**src/rtl/serial_or_pkg.sv**
```systemverilog
// serial_or_pkg: shared FSM state encoding and width limit for serial_or.
package serial_or_pkg;
  typedef enum logic [1:0] {IDLE = 2'd0, BUSY = 2'd1, DONE = 2'd2} state_t;
  localparam int SERIAL_OR_MAX_WIDTH = 32;
endpackage

```
**src/rtl/serial_or_if.sv**
```systemverilog
// serial_or_if: start/busy/done handshake and operand/result bus; any exists only with SERIAL_OR_ANY_EN.
interface serial_or_if #(parameter int WIDTH = 8);
  logic start;
  logic [WIDTH-1:0] a;
  logic [WIDTH-1:0] b;
  logic busy;
  logic done;
  logic [WIDTH-1:0] y;
`ifdef SERIAL_OR_ANY_EN
  logic any;
  modport master(output start, a, b, input busy, done, y, any);
  modport slave(input start, a, b, output busy, done, y, any);
`else
  modport master(output start, a, b, input busy, done, y);
  modport slave(input start, a, b, output busy, done, y);
`endif
endinterface

```
**src/rtl/nand_or.sv**
```systemverilog
// nand_or: two-input OR built from three NAND gates.
module nand_or (
  input  logic a,
  input  logic b,
  output logic y
);
  logic na, nb;
  assign na = ~(a & a);
  assign nb = ~(b & b);
  assign y = ~(na & nb);
endmodule

```
**src/rtl/serial_or.sv**
```systemverilog
// serial_or: bit-serial a|b through one nand_or, one bit per clock; SERIAL_OR_ANY_EN adds the any flag.
module serial_or
  import serial_or_pkg::*;
#(
  parameter int WIDTH = 8
) (
  input logic clk,
  input logic rst,
  serial_or_if.slave bus
);
  localparam int CW = $clog2(WIDTH);
  localparam logic [CW-1:0] LAST = CW'(WIDTH - 1);
  if (WIDTH < 2 || WIDTH > SERIAL_OR_MAX_WIDTH) begin : g_bad_width
    $error("serial_or: WIDTH out of range");
  end
  state_t state;
  logic [WIDTH-1:0] sa, sb, sy;
  logic [CW-1:0] cnt;
  logic busy, done, bit_y;
  nand_or u_bit_or (.a(sa[0]), .b(sb[0]), .y(bit_y));
  assign bus.busy = busy;
  assign bus.done = done;
  assign bus.y = sy;
`ifdef SERIAL_OR_ANY_EN
  logic acc;
  assign bus.any = acc;
`endif
  always_ff @(posedge clk) begin
    if (rst) begin
      state <= IDLE;
      busy <= 1'b0;
      done <= 1'b0;
      sa <= '0;
      sb <= '0;
      sy <= '0;
      cnt <= '0;
`ifdef SERIAL_OR_ANY_EN
      acc <= 1'b0;
`endif
    end else begin
      case (state)
        IDLE: if (bus.start) begin
          sa <= bus.a;
          sb <= bus.b;
          sy <= '0;
          cnt <= '0;
          busy <= 1'b1;
          state <= BUSY;
`ifdef SERIAL_OR_ANY_EN
          acc <= 1'b0;
`endif
        end
        BUSY: begin
          sy <= {bit_y, sy[WIDTH-1:1]};
          sa <= sa >> 1;
          sb <= sb >> 1;
`ifdef SERIAL_OR_ANY_EN
          acc <= acc | bit_y;
`endif
          // exit is tested before incrementing so cnt never wraps
          if (cnt == LAST) begin
            busy <= 1'b0;
            done <= 1'b1;
            state <= DONE;
          end else begin
            cnt <= cnt + 1'b1;
          end
        end
        default: begin
          done <= 1'b0;
          state <= IDLE;
        end
      endcase
    end
  end
endmodule

```
**src/flat_wrapper.sv**
```systemverilog
// flat-port wrapper written by rule: the top's interface ports become plain ports
module serial_or_flat import serial_or_pkg::*;
#(
  parameter int WIDTH = 8
)
  (clk, rst, bus_start, bus_a, bus_b, bus_busy, bus_done, bus_y);
  serial_or_if #(.WIDTH(WIDTH)) bus_i ();
  input logic clk;
  input logic rst;
  input wire logic [$bits(bus_i.start)-1:0] bus_start;
  input wire logic [$bits(bus_i.a)-1:0] bus_a;
  input wire logic [$bits(bus_i.b)-1:0] bus_b;
  output wire logic [$bits(bus_i.busy)-1:0] bus_busy;
  output wire logic [$bits(bus_i.done)-1:0] bus_done;
  output wire logic [$bits(bus_i.y)-1:0] bus_y;
  assign bus_i.start = bus_start;
  assign bus_i.a = bus_a;
  assign bus_i.b = bus_b;
  assign bus_busy = bus_i.busy;
  assign bus_done = bus_i.done;
  assign bus_y = bus_i.y;
  serial_or #(.WIDTH(WIDTH)) u_core (.clk(clk), .rst(rst), .bus(bus_i));
endmodule
```
**config.mk**
```make
export PLATFORM = sky130hd
export DESIGN_NAME = serial_or_flat
export DESIGN_NICKNAME = d
export VERILOG_FILES = /design/src/rtl/serial_or_pkg.sv /design/src/rtl/serial_or_if.sv /design/src/rtl/nand_or.sv /design/src/rtl/serial_or.sv /design/src/flat_wrapper.sv
export SDC_FILE = /design/constraint.sdc
export NUM_CORES = 1
export LEC_CHECK = 0
export ABC_CLOCK_PERIOD_IN_PS = 1920
export CAP_MARGIN = 10
export CORE_AREA = 4 4 54 66
export CTS_CLUSTER_SIZE = 40
export DETAILED_ROUTE_END_ITERATION = 10
export DIE_AREA = 0 0 58 70
export PLACE_DENSITY = 0.74
export RECOVER_POWER = 50
export SLEW_MARGIN = 20
export SYNTH_ARGS = -nofsm -noshare
export SYNTH_HDL_FRONTEND = slang
export SYNTH_SLANG_ARGS = --single-unit
export TNS_END_PERCENT = 100
```
**constraint.sdc**
```tcl
create_clock -name clk -period 1.92 [get_ports clk]
set_clock_uncertainty 0.05 [all_clocks]
set_input_delay 0.48 -clock clk [delete_from_list [all_inputs] [get_ports clk]]
set_output_delay 0.48 -clock clk [all_outputs]
set_load 0.03 [all_outputs]
```
==> flow_metrics.tcl, run 1 <==
set metrics [dict create \
    start_kind "input pin" \
    syn_area_um2 1380 \
    cts_buffers 5 \
    mostFrequentLayoutCells "31 x dfxtp_1, 19 x nor2_1, 17 x clkdlybuf4s50_1" \
    place_congestion 0.721 \
    cts_sinks 31 \
    outcome "finished clean" \
    dp_slack_ns 0.0920 \
    grt_max_degree 29 \
    cts_hold_buf 0 \
    die-area_um2 4060 \
    grt_remaining_overflow 0 \
    routed_wl_um 2620 \
    hpwl_um 1870 \
    rsz0062_at_grt "no" \
    remaining_drc_errors 0 \
    grt_pass1_wl_um 4300 \
    drv_slew 0 \
    finalHoldViolCount 0 \
    clkTransAtPathRegs_ns 0.08 \
    core_area_um2 2970 \
    clk_latency_ns 0.33 \
    fillers 278 \
    maxSlewHeadroom_pct 76.0 \
    ys_async_sr_fraction_pct 0 \
    ys_seq_elements 31 \
    worstMarginPinSlew_ns 0.360 \
    max_cap_violations 0 \
    numPortBuffers 28 \
    h-tree-depth 2 \
    p_leak_uw 0.000835 \
    cts_tree "built" \
    grt_pass1_vias 1015 \
    ant_nets 0 \
    fin_nets 189 \
    critPathMaxFanout 28 \
    drt_first_pass_iters 4 \
    hp-class "reg2reg" \
    layout_min_cycle_time_ns 1.56 \
    antenna_found_initial 0 \
    tns_ns 0 \
    post-route-worst-setup-slack_ns 0.364 \
    path_buf_inv 2 \
    fp.dieH_um 70 \
    ir_drop_mv 0.389 \
    via_per_inst 5.34 \
    critical_path.top_delay_family "buffers and inverters" \
    num_rows 22 \
    worstSetupEndpointType "flop" \
    layout-drive-gt1-share_pct 13.9 \
    synth_flop_cell "dfxtp_1" \
    synth.area.top_cells "dfxtp_1 45%, mux2i_1 10%, a211oi_2 5.5%, a211oi_1 4.9%, a22oi_1 4.9%" \
    synth.avg_cell_area_um2 10.1 \
    syn_inst 136 \
    die_x_um 58 \
    setup_viol 0 \
    vias 1079 \
    ys_types 27 \
    slowest_delay_ns 0.62 \
    max_freq_mhz 643 \
    worstPathArrival_ns 1.75 \
    ctsResizeCount 0 \
    synth_edf_count 0 \
    powerDensity_nw_per_um2 713 \
    yosys_warnings 0 \
    critPathKind "in2reg" \
    clockBufferDepth 2 \
    drtIter0Drc 35 \
    synth.net_count 158 \
    cpMaxStageDelayCell "dlygate4sd3_1" \
    min_period_over_period_pct 81.0 \
    antennaDiodeCount 0 \
    num_io_pins 29 \
    final_common_cell "dfxtp_1" \
    area_growth_pct 25.4 \
    clock-root-buffer "clkbuf_4" \
    crit_chain "dlygate4sd3_1 -> o21ba_1 -> buf_12 -> nor2_1 -> a211oi_1" \
    post_cts.repair.setup_buffers 0 \
    fin_util_pct 58.0 \
    track_usage_pct 13.7 \
    yosysSeqAreaShare_pct 45.1 \
    yosysTopAreaCellShare_pct 45.1 \
    initial_core_util_pct 46.3 \
    wl_per_cell_um 13.0 \
    yosysTopAreaCell "dfxtp_1" \
    cp.required_ns 2.11 \
]
==> power by group <==
| part | internal (uW) | switching [uW] |
|---|---|---|
| combinational | 104 | 91.7 |
| clock | 130 | 204 |
| sequential | 679 | 22.1 |
==> synth_stat cells, types with 3 or more instances <==
cell type,number
clkbuf_1,4
a211oi_2,6
a211oi_1,9
nor2_2,6
mux2i_1,14
buf_2,3
nand3_1,4
nor2_1,18
a21oi_1,4
nand2_1,4
ha_1,3
a31oi_1,3
buf_6,4
a22oi_1,9
dfxtp_1,31
==> registers in the layout, indices dropped and copies added (netlist names) <==
signal           count
u_core.bus.busy      1
u_core.cnt           3
u_core.sa            8
u_core.bus.y         8
u_core.bus.done      1
u_core.state         2
u_core.sb            8
==> layout make-up <==
type                       count  area (um^2)  share of cell area (%)
inverter                       1         3.75                   0.218
clock buffer                   6         41.3                    2.39
timing repair buffer          37          383                    22.2
tap                           36         45.0                    2.61
multi-input combinational     91          631                    36.6
sequential                    31          621                    36.0
==> through the flow <==
step	instance area, um^2	cells	hold WS (ns)	power (uW)
CTS	1720	202	0.429	1250
detailed placement	1680	196	0.417	920
finish	1720	202	0.423	1230
global placement	1680	196	0.416	912
global route	1720	202	0.464	1290
floorplan	1380	136	0.413	851
==> kinds of logic after synthesis <==
logic type	share of synthesized area [%]
AO/OA/AOI/OAI	20.9
AND/OR/NAND/NOR	13.3
multiplexers	10.2
adder cells (fa/ha/maj)	2.73
flip-flops	45.1
buffers and inverters	7.73
==> worst reg2reg max path, cell delays in order (launching register included) <==
cell and delay (ns):
dfxtp_1 0.41, clkbuf_2 0.36, nor2b_1 0.18, buf_4 0.16, o21ai_0 0.09, a21oi_1 0.13
==> worst paths after layout <==
check / start / endpoint / slack (ns) / cells after the start
max: bus_start / u_core.sa[4] / 0.36 / 5
min: u_core.bus.y[7] / u_core.bus.y[7] / 0.42 / 2
max reg2reg: u_core.state[0] / u_core.bus.y[7] / 0.46 / 5
min reg2reg: u_core.bus.y[7] / u_core.bus.y[7] / 0.42 / 2
==> layer usage <==
metal / track usage, % / wire (um) / up-vias
li1: - / - / 547
met1: 15.7 / 1130 / 490
met2: 21.7 / 1230 / 32
met3: 3.51 / 188 / 10
met4: 9.02 / 70 / 0
met5: 0 / 0 / -
(Power assumes the default switching activity.)
==> inputs of run 2 (changes only) <==
Settings changed: ABC_CLOCK_PERIOD_IN_PS 1920 to 1300, CORE_AREA 4 4 54 66 to 4 4 56 68, DIE_AREA 0 0 58 70 to 0 0 60 72, PLACE_DENSITY 0.74 to 0.72.
Clock period 1.92 ns to 1.3 ns, I/O delays scaled along.
==> flow_metrics.tcl, run 2 (same netlist as run 1, synthesis figures left out) <==
set metrics [dict create \
    fin_nets 196 \
    hp-class "reg2reg" \
    core_area_um2 3220 \
    area_growth_pct 35.8 \
    grt_pass1_vias 1152 \
    remaining_drc_errors 0 \
    whs_path_depth 2 \
    antenna_found_initial 0 \
    clkTransAtPathRegs_ns 0.07 \
    die_x_um 60 \
    p_total_uw 2350 \
    h-tree-depth 2 \
    p_leak_uw 0.000753 \
    critPathKind "reg2reg" \
    drt_first_pass_iters 4 \
    grt_remaining_overflow 0 \
    post_cts.repair.setup_buffers 0 \
    numPortBuffers 28 \
    place_congestion 0.741 \
    cp.required_ns 1.47 \
    cts_sinks 31 \
    layout-drive-gt1-share_pct 33.1 \
    vias 1122 \
    cts_tree "built" \
    die-area_um2 4320 \
    drv_slew 0 \
    mostFrequentLayoutCells "30 x dfxtp_1, 19 x buf_4, 17 x nor2_1, 17 x clkdlybuf4s50_1, 14 x mux2i_1" \
    setup_viol 0 \
    ir_drop_mv 0.900 \
    reg2regPathDepth 5 \
    start_kind "flop" \
    layout_min_cycle_time_ns 1.24 \
    hpwl_um 1990 \
    outcome "finished clean" \
    maxSlewHeadroom_pct 86.5 \
    num_io_pins 29 \
    critPathMaxFanout 8 \
    routed_wl_um 2940 \
    holdPathEnd "u_core.bus.y[7]" \
    clock-root-buffer "clkbuf_8" \
    ant_nets 0 \
    fp.dieH_um 72 \
    rr_endpoint "u_core.cnt[0]" \
    cts_buffers 5 \
    worstMarginPinSlew_ns 0.197 \
    place_area_um2 1710 \
    antennaDiodeCount 0 \
    final_area_um2 1870 \
    worstSetupEndpointType "flop" \
    via_per_inst 5.29 \
    max_freq_mhz 804 \
    drtIter0Drc 59 \
    final_common_cell "dfxtp_1" \
    grt_max_degree 19 \
    max_cap_violations 0 \
    rr_startpoint "u_core.cnt[0]" \
    initial_core_util_pct 42.7 \
    worstPathArrival_ns 1.41 \
    clk_latency_ns 0.29 \
    finalHoldViolCount 0 \
    min_period_over_period_pct 95.7 \
    clockBufferDepth 2 \
    min_from "u_core.bus.y[7]" \
    seq_area_um2 622 \
    grt_pass1_wl_um 4970 \
    track_usage_pct 15.3 \
    multi_input_area_um2 703 \
    dp.cells 203 \
    fillers 295 \
    r2r_setup_slack_ns 0.06 \
    wl_per_cell_um 13.9 \
    rsz0062_at_grt "no" \
    powerDensity_nw_per_um2 1260 \
    fin_cells 212 \
    num_rows 23 \
]
run 2: layout make-up:
| type | instances | share of cell area, % |
|---|---|---|
| Clock inverter | 2 | 1.88 |
| Multi-Input combinational cell | 91 | 37.7 |
| Sequential cell | 31 | 33.3 |
| Clock buffer | 6 | 4.42 |
| Tap cell | 37 | 2.48 |
| Inverter | 1 | 0.201 |
| Timing Repair Buffer | 44 | 20.0 |
run 2: critical path: stages (launching register included):
cell and delay (ns):
dfxtp_1 0.33, ha_2 0.21, ha_4 0.19, nor4b_2 0.22
a31oi_1 0.07, a21oi_1 0.11
run 2: worst max path at each step:
stage                                to  cells after the start       startpoint
after global placement     u_core.sa[2]                      5        bus_start
after global routing       u_core.sa[2]                      3  u_core.state[0]
after floorplan           u_core.cnt[0]                      6    u_core.cnt[0]
after CTS                  u_core.sa[2]                      3  u_core.state[0]
after detailed placement   u_core.sa[1]                      5        bus_start
final                     u_core.cnt[0]                      5    u_core.cnt[0]
run 2: timing repair:
action	in CTS	in global routing
resized for setup	5	8
gates cloned	1	0
endpoints found under the setup margin	13	17
hold buffers	0	0
run 2: metal layers:
| metal | up-vias | global-route usage [%] | share of wire [%] |
|---|---|---|---|
| met5 | - | 0 | 0 |
| met4 | 0 | 9.36 | 2.1 |
| met3 | 5 | 4.27 | 5.1 |
| met2 | 26 | 25.2 | 50 |
| met1 | 527 | 17.1 | 42 |
| li1 | 564 | - | - |
run 2: per-stage QoR:
step	TNS (ns)	worst slack (ns)	hold slack [ns]	utilization, %
floorplan	0	0.000452	0.416	-
global placement	-7.03	-0.276	0.419	53.0
detailed placement	-7.96	-0.343	0.416	53.0
CTS	0	0.00945	0.427	58.0
global route	0	0.00137	0.454	57.9
finish	0	0.0558	0.419	57.9
run 2: report_power, final:
part	switching (uW)	internal (uW)
registers	35.6	1000
logic	154	171
clock network	367	620
==> inputs of run 3 (changes only) <==
Settings changed: SLEW_MARGIN 20 to 0.
==> results of run 3 <==
Final layout, timing and power as in run 2 (identical DEF).
